===== config.mk =====
export PLATFORM = sky130hd
export DESIGN_NAME = systolic_fir_chain
export DESIGN_NICKNAME = d
export VERILOG_FILES = /design/src/rtl/systolic_pkg.sv /design/src/rtl/systolic_tap.sv /design/src/rtl/systolic_fir_chain.sv
export SDC_FILE = /design/constraint.sdc
export NUM_CORES = 1
export LEC_CHECK = 0
export BUFFER_PORTS_ARGS = -buffer_cell sky130_fd_sc_hd__clkbuf_2
export CELL_PAD_IN_SITES_DETAIL_PLACEMENT = 1
export CELL_PAD_IN_SITES_GLOBAL_PLACEMENT = 1
export CORE_MARGIN = 1.5
export CORE_UTILIZATION = 51
export CTS_CLUSTER_SIZE = 28
export DETAILED_ROUTE_END_ITERATION = 7
export GPL_ROUTABILITY_DRIVEN = 0
export PLACE_DENSITY_LB_ADDON = 0.1
export SKIP_LAST_GASP = 1
export SLEW_MARGIN = 25
export SYNTH_ARGS = -nofsm -noshare
export SYNTH_HDL_FRONTEND = slang
export SYNTH_SLANG_ARGS = --single-unit

===== constraint.sdc =====
create_clock -name clk -period 7.5 [get_ports clk]
set_input_delay 0.375 -clock clk [delete_from_list [all_inputs] [get_ports clk]]
set_output_delay 0.375 -clock clk [all_outputs]
set_load 0.005 [all_outputs]

===== src/rtl/systolic_pkg.sv =====
// Purpose: shared types and helpers for the systolic FIR chain (FSM state, saturation).
// Latency: n/a (types and a combinational function only).
// Backpressure: n/a.
package systolic_pkg;

    typedef enum logic [1:0] {
        IDLE = 2'd0,
        LOAD = 2'd1,
        RUN  = 2'd2
    } state_e;

    // Working width for saturation; wide enough for any ACC_W/OUT_W this block is built with.
    localparam int SAT_W = 64;

    typedef struct packed {
        logic                    ovf;
        logic signed [SAT_W-1:0] val;
    } sat_t;

    // Clamp a sign-extended accumulator to a signed out_w-bit range; ovf reports a clamp.
    function automatic sat_t sat_clamp(input logic signed [SAT_W-1:0] acc,
                                       input int unsigned             out_w);
        logic signed [SAT_W-1:0] hi;
        logic signed [SAT_W-1:0] lo;
        sat_t                    r;
        hi    = (64'sd1 <<< (out_w - 1)) - 64'sd1;
        lo    = -(64'sd1 <<< (out_w - 1));
        r.ovf = 1'b0;
        r.val = acc;
        if (acc > hi) begin
            r.ovf = 1'b1;
            r.val = hi;
        end else if (acc < lo) begin
            r.ovf = 1'b1;
            r.val = lo;
        end
        return r;
    endfunction

endpackage


===== src/rtl/systolic_tap.sv =====
// Purpose: one weight-stationary PE: weight register, signed multiplier, partial-sum register.
// Latency: 1 cycle from acc_en_i to p_o.
// Backpressure: none locally; the top only pulses acc_en_i on an accepted sample.
//
// Ports: w_shift_i/w_in_i load the weight from the next tap (w_o feeds the previous one);
//        acc_en_i registers w*x_i + p_in_i into p_o; clr_i zeroes p_o and wins over acc_en_i.
module systolic_tap
    import systolic_pkg::*;
#(
    parameter int DW    = 8,
    parameter int ACC_W = 18
) (
    input  logic                    clk,
    input  logic                    rst_n,
    input  logic                    w_shift_i,
    input  logic signed [DW-1:0]    w_in_i,
    output logic signed [DW-1:0]    w_o,
    input  logic                    acc_en_i,
    input  logic                    clr_i,
    input  logic signed [DW-1:0]    x_i,
    input  logic signed [ACC_W-1:0] p_in_i,
    output logic signed [ACC_W-1:0] p_o
);

    logic signed [DW-1:0]    w_q;
    logic signed [ACC_W-1:0] p_q;
    logic signed [ACC_W-1:0] p_d;
    logic signed [2*DW-1:0]  prod;

    // Full-precision product, sign-extended; ACC_W leaves headroom for the whole chain.
    assign prod = w_q * x_i;
    assign p_d  = ACC_W'(prod) + p_in_i;

    always_ff @(posedge clk or negedge rst_n) begin
        if (!rst_n) begin
            w_q <= '0;
            p_q <= '0;
        end else begin
            if (w_shift_i) begin
                w_q <= w_in_i;
            end
            if (clr_i) begin
                p_q <= '0;
            end else if (acc_en_i) begin
                p_q <= p_d;
            end
        end
    end

    assign w_o = w_q;
    assign p_o = p_q;

endmodule


===== src/rtl/systolic_fir_chain.sv =====
// Purpose: NUM_PE-tap transposed-form FIR (y[n] = sum w[k]*x[n-k]) with run-time weight load.
// Latency: y[n] valid one cycle after x[n] is accepted; 1 sample/cycle.
// Backpressure: in_ready drops while an output beat is held (out_valid && !out_ready).
//
// Ports: clk/rst_n/ena; cfg_load, clear commands; w_valid/w_data weight beats;
//        in_valid/in_ready/in_data sample stream; out_valid/out_ready/out_data result stream;
//        sat_flag sticky saturation indicator; state_o FSM state.
module systolic_fir_chain
    import systolic_pkg::*;
#(
    parameter int NUM_PE = 4,
    parameter int DW     = 8,
    parameter int OUT_W  = 16
) (
    input  logic                    clk,
    input  logic                    rst_n,
    input  logic                    ena,
    input  logic                    cfg_load,
    input  logic                    clear,
    input  logic                    w_valid,
    input  logic signed [DW-1:0]    w_data,
    input  logic                    in_valid,
    output logic                    in_ready,
    input  logic signed [DW-1:0]    in_data,
    output logic                    out_valid,
    input  logic                    out_ready,
    output logic signed [OUT_W-1:0] out_data,
    output logic                    sat_flag,
    output logic [1:0]              state_o
);

    localparam int ACC_W  = 2 * DW + $clog2(NUM_PE);
    localparam int WCNT_W = $clog2(NUM_PE);

    state_e              state_q, state_d;
    logic [WCNT_W-1:0]   wcnt_q, wcnt_d;
    logic                out_valid_q, out_valid_d;
    logic                sat_q, sat_d;

    logic                accept;
    logic                load_start;
    logic                flush;
    logic                w_shift;

    // Weight chain flows from w_data down toward tap 0; partial sums flow the same way.
    logic signed [DW-1:0]    w_chain [0:NUM_PE];
    logic signed [ACC_W-1:0] p_chain [0:NUM_PE];

    logic signed [SAT_W-1:0] acc_ext;
    sat_t                    sat_res;
    logic                    unused_w0;
    logic                    unused_sat_hi;

    // ------------------------------------------------------------------
    // Handshake and command decode
    // ------------------------------------------------------------------
    assign in_ready   = ena && (state_q == RUN) && !clear && (!out_valid_q || out_ready);
    assign accept     = in_valid && in_ready;
    // A pending output beat must drain before a reload may begin.
    assign load_start = ena && cfg_load && (state_q != LOAD) && !out_valid_q;
    assign w_shift    = ena && (state_q == LOAD) && w_valid;
    // Both a reload and a clear wipe partial sums and the output beat; cfg_load taking
    // precedence is implicit because both paths flush identically.
    assign flush      = load_start || (ena && clear && (state_q != LOAD));

    // ------------------------------------------------------------------
    // FSM
    // ------------------------------------------------------------------
    always_comb begin
        state_d = state_q;
        wcnt_d  = wcnt_q;
        unique case (state_q)
            IDLE: begin
                if (load_start) begin
                    state_d = LOAD;
                    wcnt_d  = '0;
                end
            end
            LOAD: begin
                if (w_shift) begin
                    wcnt_d = wcnt_q + 1'b1;
                    if (wcnt_q == WCNT_W'(NUM_PE - 1)) begin
                        state_d = RUN;
                    end
                end
            end
            RUN: begin
                if (load_start) begin
                    state_d = LOAD;
                    wcnt_d  = '0;
                end
            end
            default: begin
                state_d = IDLE;
                wcnt_d  = '0;
            end
        endcase
    end

    // ------------------------------------------------------------------
    // Output stage: tap 0's register holds the unsaturated head sum, so the
    // saturated out_data is a pure function of registered state.
    // ------------------------------------------------------------------
    assign acc_ext = SAT_W'(p_chain[0]);
    assign sat_res = sat_clamp(acc_ext, OUT_W);

    always_comb begin
        out_valid_d = out_valid_q;
        sat_d       = sat_q;
        if (flush) begin
            out_valid_d = 1'b0;
            sat_d       = 1'b0;
        end else begin
            if (accept) begin
                out_valid_d = 1'b1;
            end else if (out_ready) begin
                out_valid_d = 1'b0;
            end
            // Latch the clamp of the beat currently on the output so the flag stays sticky.
            if (out_valid_q && sat_res.ovf) begin
                sat_d = 1'b1;
            end
        end
    end

    always_ff @(posedge clk or negedge rst_n) begin
        if (!rst_n) begin
            state_q     <= IDLE;
            wcnt_q      <= '0;
            out_valid_q <= 1'b0;
            sat_q       <= 1'b0;
        end else if (ena) begin
            state_q     <= state_d;
            wcnt_q      <= wcnt_d;
            out_valid_q <= out_valid_d;
            sat_q       <= sat_d;
        end
    end

    // ------------------------------------------------------------------
    // Tap chain
    // ------------------------------------------------------------------
    assign w_chain[NUM_PE] = w_data;
    assign p_chain[NUM_PE] = '0;

    for (genvar k = 0; k < NUM_PE; k++) begin : g_tap
        systolic_tap #(
            .DW    (DW),
            .ACC_W (ACC_W)
        ) u_tap (
            .clk       (clk),
            .rst_n     (rst_n),
            .w_shift_i (w_shift),
            .w_in_i    (w_chain[k+1]),
            .w_o       (w_chain[k]),
            .acc_en_i  (accept),
            .clr_i     (flush),
            .x_i       (in_data),
            .p_in_i    (p_chain[k+1]),
            .p_o       (p_chain[k])
        );
    end

    // Tap 0's weight has no downstream consumer; upper saturation bits are constant sign copies.
    assign unused_w0     = ^w_chain[0];
    assign unused_sat_hi = ^sat_res.val[SAT_W-1:OUT_W];

    assign out_valid = out_valid_q;
    assign out_data  = sat_res.val[OUT_W-1:0];
    // The clamp of the visible beat shows immediately; sat_q keeps it after the beat drains.
    assign sat_flag  = sat_q || (out_valid_q && sat_res.ovf);
    assign state_o   = state_q;

endmodule


==> impl_metrics.yaml <==
placed_design:
  dpl.hpwl_um: 30800
  portBuffers: 44
logic_synthesis:
  syn_avg_cell_area_um2: 9.27
  syn_inst: 1820
  synth_edf_count: 0
  synth_ff_type: "dfrtp_1"
  synth.yosys.seq_area_share: 0.160
  synthArstFlopShare: 1.00
  yosysWarningCount: 0
  ys_seq_elements: 108
  synth_fp_nets: 2292
  synth_cell_types: 59
  syn_area_um2: 16900
global_routing:
  track_usage: 0.267
  overflow: 0
  grt_pass1_wl_um: 70500
  grt_start_max_net_pins: 81
  grt_pass1_vias: 13500
  antenna_found_initial: 0
cts:
  post_cts_resize_count: 0
  cts_made_buffers: 9
  clk_pin_slew_worst_paths_ns: 0.08
  ctsHtreeMaxLevel: 3
  clock-root-buffer: "clkbuf_16"
  numClockSinks: 108
  cts_buffer_depth: 2
  clk_latency_ns: 0.39
  cts_tree: "done"
  cts_hold_buf: 0
  cts_setup_buffers: 0
route:
  ant_nets: 0
  drc_errors: 0
  routed_via_density: 5.44
  dr.pass1.iters: 5
  drtIter0Drc: 524
  finalWirelength_um: 41600
  via_count: 12200
  post_drt_wl_per_cell_um: 18.5
floorplan:
  die_height_um: 185
  num_io_pins: 45
  die_w_um: 185
  initial_core_util: 0.518
  core_area_um2: 32500
  die-area_um2: 34200
  row_count: 66
run:
  drv_cap: 0
setup_path:
  reg2reg_depth: 15
  end_kind: "flip-flop"
  r2r_end: "g_tap[1].u_tap.p_o[17]$_DFFE_PN0P_"
  worstPathRequired_ns: 7.73
  worstPathMaxFanout: 11
  reg2reg_from: "g_tap[1].u_tap.w_o[7]$_DFFE_PN0P_"
  crit_path_start_kind: "flip-flop"
  rrSetupSlack_ns: 1.77
  arrival_ns: 5.96
  critical_path_class: "reg2reg"
final_layout:
  ff_latch_area_um2: 2700
  drive_gt1_frac: 0.0648
  multi_input_area_um2: 12600
  num-fill-cells: 3790
  syn2layout_area_growth_pct: 5.10
  diodes: 0
  final_nets: 2273
sta:
  rsz0062_at_grt: "no"
  clock_skew_ns: 0.0152
  final.setup.tns_ns: 0
  fmax_mhz: 175
  fin_crit_sh: 0.764
  drv_slew: 0
  slew-limit-headroom: 0.335
  setup_viol: 0
  finalCriticalPeriod_ns: 5.73
  hold_viol_final: 0
  worst_pin_slew_ns: 0.997
hold_path:
  hold_path_class: "in2async"
outcome:
  status: "finished clean"
[Yosys cell counts, types with 8 or more instances]
master,n,area share
inv_1,336,0.075
fa_1,294,0.35
nand2_1,203,0.045
ha_1,154,0.11
and2_1,133,0.049
dfrtp_1,108,0.16
nor2_1,101,0.022
a21oi_1,93,0.028
clkbuf_1,69,0.015
o21ai_0,40,0.012
nand3_1,36,0.011
xnor2_1,34,0.018
mux2_2,32,0.021
a21o_1,16,0.0071
nor3_1,15,0.0045
o21a_1,14,0.0062
a211oi_1,12,0.0053
o211ai_1,10,0.0045
nand2b_1,9,0.0033
o21bai_1,9,0.0040
or3_1,9,0.0033
buf_1,8,0.0018
xor2_1,8,0.0042
[per-stage QoR]
stage | instances | cell area [um2] | utilization | hold slack [ns] | setup WS (ns)
3_3_place_gp | 2232 | 17400 | 0.535 | 0.471 | 1.82
6_report | 2248 | 17700 | 0.545 | 0.0532 | 1.77
5_1_grt | 2248 | 17700 | 0.545 | 0.103 | 1.51
3_5_place_dp | 2232 | 17400 | 0.535 | 0.480 | 1.62
4_1_cts | 2248 | 17700 | 0.545 | 0.0718 | 1.82
2_1_floorplan | 1820 | 16900 | - | 0.0794 | 2.28
[worst max-delay path: stages, from the launching register on]
cell	delay [ns]
dfrtp_1	0.58
and2_1	0.64
inv_1	0.13
fa_1	0.51
inv_1	0.05
fa_1	0.50
fa_1	0.57
fa_1	0.43
fa_1	0.44
ha_1	0.34
o21ai_0	0.17
o21ai_0	0.48
a31oi_1	0.24
o21ai_0	0.27
xnor2_1	0.14
o21ai_0	0.08
[cells in the final DEF, fill, tap and decap left out, drive strengths merged, types with 11 or more instances in the layout]
cell type  instances
xnor2             34
fa               294
a21oi             93
o21ai             41
a21o              17
o21a              14
mux2              32
and2             133
a211oi            13
nor3              15
nor2             101
buf               11
o211ai            11
dfrtp            108
nand2            203
ha               154
nand3             36
inv              339
clkbuf            53
[logic make-up (layout without fill, tap and decap cells)]
kind of cell,after synthesis,after routing,share of synthesized area
adders and majority gates,448,448,0.463
buffers and inverters,421,407,0.0945
and+or+nand+nor,539,539,0.153
muxes,33,33,0.0220
xor gates and xnor gates,43,43,0.0231
AOI/OAI and AO/OA,228,228,0.0841
DFF,108,108,0.160
[per-layer routing]
layer | track usage | up-vias | share of wire
met4 | 0.0650 | 0 | 0.015
li1 | - | 5622 | -
met3 | 0.0324 | 38 | 0.026
met5 | 0 | - | 0
met1 | 0.375 | 6430 | 0.47
met2 | 0.443 | 150 | 0.49
[layout make-up]
type / instances / share of cell area
Clock buffer: 10 / 0.0129
Multi-Input combinational cell: 1291 / 0.710
Inverter: 337 / 0.0714
Timing Repair Buffer: 54 / 0.0168
Tap cell: 442 / 0.0312
Clock inverter: 6 / 0.00536
Sequential cell: 108 / 0.153
[flip-flops by register name, summed over array words and instances (netlist names)]
signal	count
wcnt_q	2
state_o	2
out_valid	1
g_tap.u_tap.p_o	70
g_tap.u_tap.w_o	32
sat_q	1
[how the worst max path moves through the flow]
| stage | start | end | slack (ns) | cells past startpoint |
|---|---|---|---|---|
| 2_1_floorplan | g_tap[2].u_tap.w_o[7]$_DFFE_PN0P_ | g_tap[2].u_tap.p_o[17]$_DFFE_PN0P_ | 2.28 | 16 |
| 6_report | g_tap[1].u_tap.w_o[7]$_DFFE_PN0P_ | g_tap[1].u_tap.p_o[17]$_DFFE_PN0P_ | 1.77 | 15 |
| 3_5_place_dp | in_data[0] | g_tap[1].u_tap.p_o[17]$_DFFE_PN0P_ | 1.62 | 16 |
| 4_1_cts | g_tap[1].u_tap.w_o[7]$_DFFE_PN0P_ | g_tap[1].u_tap.p_o[17]$_DFFE_PN0P_ | 1.82 | 15 |
| 5_1_grt | g_tap[1].u_tap.w_o[7]$_DFFE_PN0P_ | g_tap[1].u_tap.p_o[17]$_DFFE_PN0P_ | 1.51 | 15 |
| 3_3_place_gp | in_data[0] | g_tap[1].u_tap.p_o[17]$_DFFE_PN0P_ | 1.82 | 16 |
Power is not shown: default switching activity piles up to over one toggle a cycle in this logic, so the estimate is an artifact.
